[src/rtl/uart_pkg.sv]
// uart_pkg: shared state encodings and UART timing default for the TX path.
package uart_pkg;
  localparam int CLKS_PER_BIT = 87;
  typedef enum logic [1:0] {s_IDLE, s_ISSUE, s_WAIT_ACT, s_WAIT_DONE} arb_state_t;
  typedef enum logic [2:0] {TX_IDLE, TX_START, TX_DATA, TX_STOP, TX_CLEANUP} tx_state_t;
endpackage

[src/rtl/rr_pick.sv]
// rr_pick: combinational round-robin picker, lowest index at or after ptr_i wins.
module rr_pick #(
  parameter int N = 4
) (
  input  logic [N-1:0]         valid_i,
  input  logic [$clog2(N)-1:0] ptr_i,
  output logic [N-1:0]         grant_o,
  output logic                 hit_o
);
  always_comb begin
    grant_o = '0;
    hit_o = 1'b0;
    for (int i = 0; i < N; i++) begin
      if (!hit_o && valid_i[(int'(ptr_i) + i) % N]) begin
        grant_o[(int'(ptr_i) + i) % N] = 1'b1;
        hit_o = 1'b1;
      end
    end
  end
endmodule

[src/rtl/uart_tx_arbiter.sv]
// uart_tx_arbiter: packet-locked round-robin arbiter feeding a single uart_tx.
module uart_tx_arbiter
  import uart_pkg::*;
#(
  parameter int N_REQ = 4,
  parameter int LOCK_TIMEOUT = 1023
) (
  input  logic               i_Clock,
  input  logic               i_Reset,
  input  logic [N_REQ-1:0]   i_Req_Valid,
  input  logic [8*N_REQ-1:0] i_Req_Byte,
  input  logic [N_REQ-1:0]   i_Req_Last,
  output logic [N_REQ-1:0]   o_Req_Ready,
  output logic [N_REQ-1:0]   o_Grant,
  output logic               o_Busy,
  output logic               o_Lock_Abort,
  output logic               o_Tx_DV,
  output logic [7:0]         o_Tx_Byte,
  input  logic               i_Tx_Active,
  input  logic               i_Tx_Done
);
  localparam int PW = $clog2(N_REQ);
  arb_state_t state_q;
  logic [N_REQ-1:0] pick;
  logic [PW-1:0] rr_ptr_q, owner_q, pick_idx, owner_inc;
  logic [9:0] idle_cnt_q;
  logic locked_q, last_q, done_q, hit;
  rr_pick #(.N(N_REQ)) u_pick (
    .valid_i(i_Req_Valid),
    .ptr_i  (rr_ptr_q),
    .grant_o(pick),
    .hit_o  (hit)
  );
  always_comb begin
    pick_idx = '0;
    for (int i = 0; i < N_REQ; i++) if (pick[i]) pick_idx = PW'(i);
  end
  assign owner_inc = (owner_q == PW'(N_REQ - 1)) ? '0 : owner_q + 1'b1;
  always_ff @(posedge i_Clock) begin
    if (i_Reset) begin
      state_q <= s_IDLE;
      rr_ptr_q <= '0;
      owner_q <= '0;
      idle_cnt_q <= '0;
      locked_q <= 1'b0;
      last_q <= 1'b0;
      done_q <= 1'b0;
      o_Req_Ready <= '0;
      o_Grant <= '0;
      o_Busy <= 1'b0;
      o_Lock_Abort <= 1'b0;
      o_Tx_DV <= 1'b0;
      o_Tx_Byte <= '0;
    end else begin
      o_Tx_DV <= 1'b0;
      o_Req_Ready <= '0;
      o_Lock_Abort <= 1'b0;
      done_q <= i_Tx_Done;
      case (state_q)
        s_IDLE: begin
          if (!locked_q && hit) begin
            o_Grant <= pick;
            owner_q <= pick_idx;
            locked_q <= 1'b1;
            o_Tx_Byte <= i_Req_Byte[8*pick_idx +: 8];
            last_q <= i_Req_Last[pick_idx];
            o_Req_Ready <= pick;
            o_Tx_DV <= 1'b1;
            o_Busy <= 1'b1;
            idle_cnt_q <= '0;
            state_q <= s_ISSUE;
          end else if (locked_q && i_Req_Valid[owner_q]) begin
            o_Tx_Byte <= i_Req_Byte[8*owner_q +: 8];
            last_q <= i_Req_Last[owner_q];
            o_Req_Ready <= o_Grant;
            o_Tx_DV <= 1'b1;
            o_Busy <= 1'b1;
            idle_cnt_q <= '0;
            state_q <= s_ISSUE;
          end else if (locked_q && idle_cnt_q == 10'(LOCK_TIMEOUT - 1)) begin
            o_Lock_Abort <= 1'b1;
            locked_q <= 1'b0;
            o_Grant <= '0;
            rr_ptr_q <= owner_inc;
            idle_cnt_q <= '0;
          end else if (locked_q) begin
            idle_cnt_q <= idle_cnt_q + 1'b1;
          end
        end
        s_ISSUE: state_q <= s_WAIT_ACT;
        s_WAIT_ACT: if (i_Tx_Active) state_q <= s_WAIT_DONE;
        s_WAIT_DONE: begin
          // only the first Done-high cycle counts; uart_tx holds Done for two
          if (i_Tx_Done && !done_q) begin
            state_q <= s_IDLE;
            o_Busy <= 1'b0;
            if (last_q) begin
              locked_q <= 1'b0;
              o_Grant <= '0;
              rr_ptr_q <= owner_inc;
            end
          end
        end
      endcase
    end
  end
endmodule

[config.mk]
export PLATFORM = sky130hd
export DESIGN_NAME = uart_tx_arbiter
export DESIGN_NICKNAME = d
export VERILOG_FILES = /design/src/rtl/uart_pkg.sv /design/src/rtl/rr_pick.sv /design/src/rtl/uart_tx_arbiter.sv
export SDC_FILE = /design/constraint.sdc
export NUM_CORES = 1
export LEC_CHECK = 0
export ABC_AREA = 0
export ABC_CLOCK_PERIOD_IN_PS = 4700
export CAP_MARGIN = 20
export CORE_UTILIZATION = 47
export CTS_BUF_LIST = sky130_fd_sc_hd__clkbuf_4 sky130_fd_sc_hd__clkbuf_8 sky130_fd_sc_hd__clkbuf_16
export CTS_CLUSTER_DIAMETER = 30
export CTS_CLUSTER_SIZE = 25
export DETAILED_ROUTE_END_ITERATION = 10
export DONT_BUFFER_PORTS = 1
export HOLD_SLACK_MARGIN = 0.12
export SYNTH_ARGS = -nofsm -noshare
export SYNTH_HDL_FRONTEND = slang
export SYNTH_SLANG_ARGS = --single-unit
[constraint.sdc]
create_clock -name i_Clock -period 4.7 [get_ports i_Clock]
set_input_delay 0.94 -clock i_Clock [delete_from_list [all_inputs] [get_ports i_Clock]]
set_output_delay 0.94 -clock i_Clock [all_outputs]
set_load 0.02 [all_outputs]
# Yosys cells after proc, flatten, opt, wreduce, memory -nomap -nowiden
# Cells that the tools add are included.
# totals
regBits	38
in_bits	44
output_inout_bits	19
wordCells	160
# classes
add_sub_neg	5
n_lt_le_gt_ge	10
n_eq_ne	14
shift	2
mux	77
bitwise	7
reduce_logical	32
# ops
op	count
32-bit by 6-bit indexed part select with 8-bit output	2
4-bit two-way mux	11
10-bit two-way mux	4
1-bit two-way mux	32
2-bit two-way mux	12
8-bit two-way mux	2
1-bit binary-select mux with 2-bit select	7
3-bit by 4-bit < comparator with 1-bit output (second input constant)	3
2-bit inequality test (second input constant)	6
4-bit bitwise OR	3
1-bit logical AND	11
10-bit by 1-bit adder with 10-bit output (second input constant)	1
10-bit equality test (second input constant)	1
3-bit by 1-bit >= comparator with 1-bit output (second input constant)	3
2-bit by 3-bit < comparator with 1-bit output (second input constant)	3
3-bit inequality test (second input constant)	3
1-bit demux with 2-bit select	4
2-bit one-hot mux with 4 select lines	1
4-bit one-hot mux with 2 select lines	1
2-bit OR reduction	4
2-bit equality test (second input constant)	3
2-bit AND reduction	3
3-bit AND reduction	2
6-bit AND reduction	1
14 further kinds	24

# Depth between registers and ports, before layout
# depth
depth_word	20
mapped_depth	12
ltp_nobuf	9

# Cells and area by module
# A second synthesis with hierarchy kept.
# hier_totals
hier_cells	251
hier_area_um2	2467.4
# modules_own_cells
mod	n_inst	cells_per_inst	area_each_um2	seq_area_each_um2
uart_tx_arbiter	1	189	1973.1	760.7
rr_pick	1	62	494.2	0.0

# Worst setup path after synthesis
# No wires, ideal clock.
# synth_timing
kind	register to register
start	reg rr_ptr_q[1]
end	reg o_Tx_Byte[0]
setup_ps	140
t_arrival_ps	3088
required_ps	4560
setup_slack_ps	1472
stages_incl_launch_ff	11
n_path_buf	1
period_less_slack_ps	3228
path_cell_list	dfxtp_1 clkbuf_1 inv_2 ha_1 mux2_4 and3_4 a2111oi_4 o21ai_4 o31ai_4 mux2i_1 o211ai_1
# synth_via
elab_chain_len	18
elab_cells_between_ends	65
classes_between	3 x add/sub; 8 x order compare; 1 x shift; 31 x mux; 6 x bitwise; 16 x reduce/logical
# synth_rtl
element	line	text
start: declaration	uart_tx_arbiter.sv:25	logic [PW-1:0] rr_ptr_q, owner_q, pick_idx, owner_inc;
start signal: assignment	uart_tx_arbiter.sv:84	rr_ptr_q <= owner_inc;
start signal: assignment	uart_tx_arbiter.sv:100	rr_ptr_q <= owner_inc;
2-bit by 1-bit adder with 2-bit output	rr_pick.sv:14, rr_pick.sv:15	
2-bit OR reduction (no line)	n/a	
1-bit bitwise AND (no line)	n/a	
3-bit by 4-bit < comparator with 1-bit output (implied by the code) / 3-bit by 1-bit >= comparator with 1-bit output (equally long branches)	rr_pick.sv:15	grant_o[(int'(ptr_i) + i) % N] = 1'b1;
1-bit logical AND (implied by the code)	rr_pick.sv:15	
1-bit two-way mux (implied by the code)	rr_pick.sv:15	
1-bit demux with 2-bit select	n/a	
4-bit bitwise OR (no line)	n/a	
4-bit two-way mux	rr_pick.sv:14	if (!hit_o && valid_i[(int'(ptr_i) + i) % N]) begin
4-bit bitwise OR (no line)	n/a	
4-bit two-way mux	rr_pick.sv:14	
4-bit bitwise OR (no line)	n/a	
4-bit two-way mux	rr_pick.sv:14	
1-bit two-way mux	uart_tx_arbiter.sv:36	for (int i = 0; i < N_REQ; i++) if (pick[i]) pick_idx = PW'(i);
2-bit two-way mux (2 in a row)	uart_tx_arbiter.sv:36	
32-bit by 6-bit indexed part select with 8-bit output	uart_tx_arbiter.sv:65	o_Tx_Byte <= i_Req_Byte[8*pick_idx +: 8];
8-bit two-way mux	uart_tx_arbiter.sv:61	if (!locked_q && hit) begin
end signal: assignment	uart_tx_arbiter.sv:65	
end signal: assignment	uart_tx_arbiter.sv:73	o_Tx_Byte <= i_Req_Byte[8*owner_q +: 8];
end: declaration	uart_tx_arbiter.sv:18	output logic [7:0] o_Tx_Byte,
# Several ways; a longest one is shown, not always the timed one. The select of a mux whose other input is x is not followed.
# A chain may end at the register's enable or synchronous reset.

# Worst setup path in the final report
# layout_timing
start	reg rr_ptr_q[0]
end	reg o_Tx_Byte[0]
# The elaborated chain is that of the path after synthesis.

==> impl_metrics.env <==
export IMPL_grt_pass1_wl_um=10900
export IMPL_post_route_cells_drive_above_1_share_pct=8.68
export IMPL_cts_made_buffers=5
export IMPL_clock_latency_ps=300
export IMPL_cp_start_kind="register"
export IMPL_grt_setup_unrepaired="no"
export IMPL_yosysWarningCount=0
export IMPL_synth_edf_count=0
export IMPL_crit_family="compound AO/OA/AOI/OAI gates"
export IMPL_place_hpwl_um=4720
export IMPL_ys_ff_latch=38
export IMPL_yosys_top_cells_area="dfxtp_1 (28%), ha_1 (6.6%), o211ai_1 (4.8%)"
export IMPL_die_w_um=77.4
export IMPL_synth_distinct_cells=59
export IMPL_r2r_end="o_Tx_Byte[0]"
export IMPL_dieArea_um2=5990
export IMPL_rows=27
export IMPL_grt_max_degree=23
export IMPL_setup_viol=0
export IMPL_grt_overflow_total=0
export IMPL_die_h_um=77.4
export IMPL_clkSlewWorstSetupHoldPaths_ps=90
export IMPL_syn_cell_area_um2=2670
export IMPL_gr_usage_all_layers_pct=22.8
export IMPL_wl_per_cell_um=16.7
export IMPL_gp_congestion=0.812
export IMPL_regToRegSetupSlack_ps=940
export IMPL_synth_ff_type="dfxtp_1"
export IMPL_rr_worst_depth=11
export IMPL_fin_nets=368
export IMPL_placedCellCount=375
export IMPL_crit_type="reg2reg"
export IMPL_finalSetupTns_ps=0
export IMPL_period_needed_ps=3760
export IMPL_firstDrtPassIters=4
export IMPL_fmax_mhz=266
export IMPL_ctsRootBufferMaster="clkbuf_8"
export IMPL_layout_cells_non_filler=383
export IMPL_cp_num_buf_inv=3
export IMPL_hold_class="reg2reg"
export IMPL_grt_antenna_before_repair=0
export IMPL_skew_ps=9.27
export IMPL_antenna_cells=0
export IMPL_min_from="idle_cnt_q[9]"
export IMPL_synth_nets=374
export IMPL_status="finished clean"
export IMPL_power_leakage_nw=1.06
export IMPL_vias_per_cell=6.01
export IMPL_fin_util_pct=51.9
export IMPL_hold_buffers=0
export IMPL_cp_common_cell="buf_4"
export IMPL_cts_setup_buffers=0
export IMPL_yosysTopAreaCell="dfxtp_1"
export IMPL_whs_path_depth=2
export IMPL_syn_inst=316
export IMPL_crit_chain="inv_2, ha_1, mux2_4, mux2i_1, a2111oi_4, buf_4, o21a_1, buf_4, a2111oi_0, a21oi_1, o211ai_1"
export IMPL_required_ps=4920
export IMPL_clock_path_buffers=2
export IMPL_hold_violations=0
export IMPL_core_area_um2=5510
export IMPL_path_max_fanout=13
export IMPL_cts_max_level=2
export IMPL_holdWs_ps=499
export IMPL_period_share_pct=79.9
export IMPL_drc=0
export IMPL_vias=2303
export IMPL_report_final_slew_viol_count=0
export IMPL_ant_nets=0
export IMPL_worstPathArrival_ps=3980
export IMPL_finalWirelength_um=6400
export IMPL_start_util_pct=48.5
export IMPL_synth_top_cells_by_count="dfxtp_1 (38), nand2_1 (32), nor2_1 (32), o211ai_1 (17), ha_1 (14)"
export IMPL_synth_avg_cell_area_um2=8.45
export IMPL_area_growth_pct=6.98
export IMPL_synth_most_common_cell="dfxtp_1"
export IMPL_slew_limit_headroom_pct=43.2
export IMPL_reg2reg_from="rr_ptr_q[0]"
export IMPL_pin_count=63
export IMPL_yosysTopAreaCellShare_pct=28.5
export IMPL_cts_tree="done"
export IMPL_p_per_area_nw_per_um2=743
export IMPL_min_to="idle_cnt_q[9]"
export IMPL_cts_sinks=38
export IMPL_cp_end_kind="register"
export IMPL_worst_path_max_delay_cell="dfxtp_1"
export IMPL_worstMarginPinSlew_ps=845
export IMPL_cts_resized=0
export IMPL_yosysSeqAreaShare_pct=28.5
export IMPL_drt_iter0_drc=154
export IMPL_async_flop_share_pct=0
export IMPL_ir_drop_v=0.000361
export IMPL_grt_pass1_vias=2252
export IMPL_io_buffers=0
export IMPL_cap_violations=0
export IMPL_cp_slowest_stage_delay_ps=680
==> layout by cell type (no fill, tap or decap), drive strengths merged, types with 4 or more instances in the layout <==
master,count
o2111ai,8
and3,7
a21oi,11
buf,5
nand2,32
or3,4
a22oi,9
nand3b,10
xnor2,5
mux2i,15
inv,11
o21ai,13
nor2,32
a31oi,8
o211ai,17
nand2b,11
clkbuf,5
nor3,5
ha,14
dfxtp,38
nand3,4
==> worst max-delay path by stage <==
stage | cells after the start | to | start | slack (ps)
2_1_floorplan | 10 | o_Tx_Byte[0] | rr_ptr_q[1] | 1470
3_3_place_gp | 11 | o_Tx_Byte[4] | rr_ptr_q[0] | 1110
3_5_place_dp | 11 | o_Tx_Byte[3] | rr_ptr_q[0] | 990
4_1_cts | 11 | o_Tx_Byte[7] | rr_ptr_q[0] | 950
5_1_grt | 11 | o_Tx_Byte[6] | rr_ptr_q[0] | 610
6_report | 11 | o_Tx_Byte[0] | rr_ptr_q[0] | 940
==> cell families after synthesis <==
| family | synth area share, % |
|---|---|
| buffers and inverters | 4.50 |
| DFF | 28.5 |
| AOI/OAI and AO/OA | 26.9 |
| adders and majority gates | 6.56 |
| and+or+nand+nor | 21.8 |
| xor gates and xnor gates | 2.30 |
| muxes | 9.51 |
==> power breakdown <==
part	internal (mW)	switching (mW)	total [mW]
clock	0.213	0.127	0.340
combinational	0.494	0.702	1.20
sequential	0.416	0.171	0.586
total	1.12	1.00	2.12
==> final cells by class <==
type | instances | area, µm²
fill | 541 | 2650
timing repair buffer | 5 | 37.5
sequential | 38 | 761
clock buffer | 5 | 68.8
multi-input combinational | 249 | 1790
tap | 72 | 90.1
inverter | 11 | 41.3
clock inverter | 3 | 68.8
==> per-layer routing <==
layer / track usage [%] / share of wire (%)
met5: 0 / 0
met1: 31.1 / 50
met2: 35.9 / 44
met3: 5.41 / 5.3
met4: 5.66 / 0.83
==> worst reg2reg max path, stage by stage, from the launching register on <==
cell,delay [ps]
dfxtp_1,680
inv_2,180
ha_1,460
mux2_4,340
mux2i_1,430
a2111oi_4,140
buf_4,210
o21a_1,190
buf_4,170
a2111oi_0,420
a21oi_1,240
o211ai_1,240
==> stage by stage <==
step / power [mW] / cell area, µm² / setup WS (ps)
floorplan: 1.54 / 2670 / 1470
global placement: 1.77 / 2720 / 1110
detailed placement: 1.78 / 2720 / 986
CTS: 2.13 / 2860 / 949
global route: 2.30 / 2860 / 611
finish: 2.12 / 2860 / 943
==> state kept, by name, summed over array words and instances, names as in the netlist <==
register	count
o_Req_Ready	4
owner_q	2
o_Lock_Abort	1
o_Tx_DV	1
locked_q	1
o_Tx_Byte	8
idle_cnt_q	10
done_q	1
last_q	1
o_Grant	4
rr_ptr_q	2
state_q	2
o_Busy	1
Note: power is estimated with default switching activity, not from simulation.
